**src/rtl/hold_delay_pkg.sv**
```systemverilog
// Shared sizing helpers and parameter-legality rules for the hold delay line.
package hold_delay_pkg;

    localparam int unsigned MinWidth = 1;
    localparam int unsigned MinDepth = 1;
    localparam int unsigned MinHold  = 1;

    function automatic int unsigned cnt_w(input int unsigned hold);
        return (hold <= 1) ? 1 : $clog2(hold);
    endfunction

    function automatic bit params_ok(input int unsigned width, input int unsigned depth,
                                     input int unsigned hold, input int unsigned phase);
        return (width >= MinWidth) && (depth >= MinDepth) && (hold >= MinHold) &&
               (phase < hold);
    endfunction

endpackage

```
**src/rtl/hold_phase_gen.sv**
```systemverilog
// Phase counter for the hold delay line; decodes the capture strobe at PHASE.
module hold_phase_gen
    import hold_delay_pkg::*;
#(
    parameter int unsigned HOLD  = 2,
    parameter int unsigned PHASE = 0
) (
    input  logic                      pll_clock,
    input  logic                      reset_n,
    input  logic                      en,
    input  logic                      flush,
    output logic                      cap,
    output logic [cnt_w(HOLD)-1:0]    phase
);

    localparam int unsigned CntW = cnt_w(HOLD);

    logic [CntW-1:0] cnt_q, cnt_d;

    always_comb begin
        cnt_d = cnt_q;
        if (flush) begin
            cnt_d = '0;
        end else if (en) begin
            cnt_d = (cnt_q == CntW'(HOLD - 1)) ? '0 : cnt_q + CntW'(1);
        end
    end

    always_ff @(posedge pll_clock or negedge reset_n) begin
        if (!reset_n) begin
            cnt_q <= '0;
        end else begin
            cnt_q <= cnt_d;
        end
    end

    assign cap   = en & (cnt_q == CntW'(PHASE)) & ~flush;
    assign phase = cnt_q;

endmodule

```
**src/rtl/hold_delay_line.sv**
```systemverilog
// Sample-and-hold delay line: captures data_in once per HOLD cycles and shifts it
// through DEPTH individually registered stages.
module hold_delay_line
    import hold_delay_pkg::*;
#(
    parameter int unsigned WIDTH = 32,
    parameter int unsigned DEPTH = 2,
    parameter int unsigned HOLD  = 2,
    parameter int unsigned PHASE = 0
) (
    input  logic                      pll_clock,
    input  logic                      reset_n,
    input  logic                      en,
    input  logic                      flush,
    input  logic [WIDTH-1:0]          data_in,
    output logic [WIDTH-1:0]          data_out,
    output logic                      out_new,
    output logic                      out_valid,
    output logic [cnt_w(HOLD)-1:0]    phase
);

    localparam int unsigned FillW = $clog2(DEPTH + 1);

    if (!params_ok(WIDTH, DEPTH, HOLD, PHASE)) begin : g_param_check
        $error("hold_delay_line: illegal parameters (need DEPTH>=1, HOLD>=1, PHASE<HOLD)");
    end

    logic             cap;
    logic [FillW-1:0] fill_q, fill_d;
    logic             out_new_q;

    hold_phase_gen #(
        .HOLD  (HOLD),
        .PHASE (PHASE)
    ) u_phase_gen (
        .pll_clock (pll_clock),
        .reset_n   (reset_n),
        .en        (en),
        .flush     (flush),
        .cap       (cap),
        .phase     (phase)
    );

    // One register per stage with async reset, so no stage can collapse into an SRL/RAM.
    for (genvar i = 0; i < DEPTH; i++) begin : g_stage
        logic [WIDTH-1:0] q;
        logic [WIDTH-1:0] d;

        if (i == 0) begin : g_head
            assign d = data_in;
        end else begin : g_tail
            assign d = g_stage[i-1].q;
        end

        always_ff @(posedge pll_clock or negedge reset_n) begin
            if (!reset_n) begin
                q <= '0;
            end else if (flush) begin
                q <= '0;
            end else if (cap) begin
                q <= d;
            end
        end
    end

    always_comb begin
        fill_d = fill_q;
        if (flush) begin
            fill_d = '0;
        end else if (cap && (fill_q != FillW'(DEPTH))) begin
            fill_d = fill_q + FillW'(1);
        end
    end

    always_ff @(posedge pll_clock or negedge reset_n) begin
        if (!reset_n) begin
            fill_q    <= '0;
            out_new_q <= 1'b0;
        end else begin
            fill_q    <= fill_d;
            out_new_q <= cap & ~flush;
        end
    end

    assign data_out  = g_stage[DEPTH-1].q;
    assign out_new   = out_new_q;
    assign out_valid = (fill_q == FillW'(DEPTH));

endmodule

```
**config.mk**
```make
export PLATFORM = sky130hd
export DESIGN_NAME = hold_delay_line
export DESIGN_NICKNAME = d
export VERILOG_FILES = /design/src/rtl/hold_delay_pkg.sv /design/src/rtl/hold_phase_gen.sv /design/src/rtl/hold_delay_line.sv
export SDC_FILE = /design/constraint.sdc
export NUM_CORES = 1
export LEC_CHECK = 0
export ABC_AREA = 1
export BUFFER_PORTS_ARGS = -buffer_cell sky130_fd_sc_hd__buf_2
export CORE_MARGIN = 2
export CORE_UTILIZATION = 30
export DETAILED_ROUTE_END_ITERATION = 16
export PLACE_DENSITY = 0.56
export SLEW_MARGIN = 5
export SYNTH_ARGS = -nofsm -noshare
export SYNTH_HDL_FRONTEND = slang
export SYNTH_SLANG_ARGS = --single-unit
```
**constraint.sdc**
```tcl
create_clock -name pll_clock -period 1.1 [get_ports pll_clock]
set_input_delay 0 -clock pll_clock [delete_from_list [all_inputs] [get_ports pll_clock]]
set_output_delay 0 -clock pll_clock [all_outputs]
set_load 0.05 [all_outputs]
```
==> run summary <==
Outcome: complete, but fails checks
Failing checks: setup timing
HP Class: input pin to register
Design area: 3876 sq um
Setup crit end kind: register
Pwr Density: 1369 nW/um^2
Initial DRC count: 96
End of the worst hold path: u_phase_gen.phase$_DFFE_PN0P_
HP Start: en
Met1 layer usage reported by global route: 0.1879
Die area: 9558 sq um
Mapped Nets: 304
First-pass GRT wire length: 10960 um
Syn Inst Count: 267
Cell area after placement: 3136 sq um
Total power: 5.305 mW
Vias: 2233
Synth Cell Area: 2638 sq um
Yosys reg bits: 68
Die Y: 97.77 um
Io pins: 71
Critical path type: register to register
Tcrit/Tclk final: 1.084
Final net count: 418
CTS tree: yes
CTS sink cnt: 68
CTS Buf Count: 9
Max clock buf depth: 2
Most Crowded Layer GR: met2
DRT Pass-1 Iters: 4
Slew Limit Fails: 0
Worst-margin pin slew: 368.4 ps
Slew HR: 0.7544
Crit path time final: 1192 ps
Total negative setup slack: -3266 ps
Leak: 1.917 nW
Routed vias/inst: 4.539
Unique masters post-synth: 16
Initial antenna violation count: 0
GPL Wtd Cong: 0.7070
Global route overflow: 0
Area Overhead vs Synth: 46.96%
FMAX: 838.8 MHz
CTS root buf: clkbuf_8
DP HPWL: 4072 um
Initial Utilization: 0.3054
R2r setup slk: -90 ps
ANT cells: 0
Post-synthesis sequential area ratio: 0.6452
R2R cell count: 7
WP data required: 1350 ps
Max VDD drop: 0.8217 mV
Syn. warnings: 0
Worst r2r src: u_phase_gen.phase$_DFFE_PN0P_
CTS clk-pin slew, worst paths: 70 ps
MaxCap Viol Count: 0
Largest net degree at the start of global routing: 69
GR Util All Layers: 0.1460
Die W: 97.77 um
Hold Crit Depth: 4
DRC: 0
Row Count: 34
Layout cells sized above 1: 0.3438
Antenna-violating nets left: 0
Met2 Usage GRT: 0.2382
Met3 usage: 0.05297
Worst Skew: 8.283 ps
Critical path fanouts, max: 7
Final worst setup slack: -92.13 ps
WL final: 6911 um
Worst EP arrival: 1440 ps
Vias in the first global route: 2279
Clk_lat worst skew: 330 ps
H-tree lvl count: 3
IO buf count: 70
Core Util, Final: 0.4489
Worst setup SP type: register
Synthesized area per cell: 9.878 sq um
R2r endpoint: g_stage[0].q[3]$_DFFE_PN0P_
Final Setup Violations: 67
Pre-CTS WS: -178.3 ps
Core region area: 8636 sq um
Routed length per placed instance: 14.05 um
RSZ-0062 raised after global routing: true
Final hold vios: 0
## kinds of logic (layout without fill, tap and decap cells)
| logic type | after synthesis | count (layout) | share of synthesized area |
|---|---|---|---|
| flip-flops | 68 | 68 | 0.6452 |
| buffers and inverters | 53 | 170 | 0.08966 |
| AO/OA/AOI/OAI | 61 | 61 | 0.1158 |
| AND/OR/NAND/NOR | 84 | 84 | 0.1447 |
| adder cells (fa/ha/maj) | 1 | 1 | 0.004743 |
## sequential cells by signal, summed over array words and instances, names as in the netlist
| signal | count |
|---|---|
| out_new | 1 |
| data_out | 32 |
| g_stage.q | 32 |
| u_phase_gen.phase | 1 |
| fill_q | 2 |
## synthesized netlist by cell type
master    instances  area share
buf_6             4       0.017
nand2_1          42       0.060
nand3_1          38       0.072
nand3b_1          1      0.0028
o21ai_1          18       0.034
buf_1             1      0.0014
buf_2             6       0.011
o21ai_0          43       0.082
nor2_1            1      0.0014
clkbuf_1          6      0.0085
inv_1            34       0.048
ha_1              1      0.0047
nor2_4            1      0.0043
inv_2             2      0.0028
dfrtp_1          68        0.65
nand2_4           1      0.0043
## placed cells by master (no fill, tap or decap), drive strengths merged
cell type and instances:
nand3 38, buf 85, ha 1, nor2 2, clkbuf 13, nand3b 1
dlygate4sd3 33, dfrtp 68, nand2 43, o21ai 61, inv 36, clkinv 3
## layout make-up
type                    count  area (sq um)
repair buffers            120         939.7
well taps                 108         135.1
fillers                   874          4760
clock buffers              11         141.4
flip-flops and latches     68          1703
inverters                  36         142.6
multi-input cells         146         799.5
clock inverters             3         15.01
## metal layers
metal,share of wire,vias to the layer above
met5,0,-
met4,0.0059,0
met3,0.054,4
met2,0.48,69
met1,0.46,1063
li1,-,1097
## report_power, final
part	switching [mW]	leakage, nW	internal, mW
Clock	0.866	0.0848	0.844
Combinational	0.565	0.909	0.353
Sequential	0.0512	0.923	2.63
## worst max-delay path by stage
stage | from | end | slack (ps)
after floorplan | u_phase_gen.phase$_DFFE_PN0P_ | fill_q[1]$_DFFE_PN0P_ | -130
after global placement | u_phase_gen.phase$_DFFE_PN0P_ | u_phase_gen.phase$_DFFE_PN0P_ | -150
after detailed placement | u_phase_gen.phase$_DFFE_PN0P_ | u_phase_gen.phase$_DFFE_PN0P_ | -180
after CTS | u_phase_gen.phase$_DFFE_PN0P_ | g_stage[0].q[1]$_DFFE_PN0P_ | -80
after global routing | u_phase_gen.phase$_DFFE_PN0P_ | g_stage[0].q[25]$_DFFE_PN0P_ | -160
final | u_phase_gen.phase$_DFFE_PN0P_ | g_stage[0].q[3]$_DFFE_PN0P_ | -90
## repair_timing
| action | in CTS | in global routing |
|---|---|---|
| gates resized for setup | 36 | 25 |
| endpoints found under the setup margin | 58 | 70 |
| setup buffers | 2 | 2 |
| cloned | 1 | 2 |
| pin swaps | 1 | 1 |
| endpoints found under the hold margin | 100 | 0 |
| hold buffers | 33 | 0 |
## through the flow
step                instances  hold WS, ps
global placement          439        31.56
detailed placement        439        37.42
CTS                       489        9.324
finish                    492        26.33
floorplan                 267       -295.6
global route              492        60.78
## critical path, cell delays in order (launching register included)
cell     delay [ps]
dfrtp_2         410
inv_2            70
nand2_4          60
nor2_4          160
buf_12          140
buf_12          130
nand2_1          60
o21ai_1          80
Power figures use the tool's default switching activity.
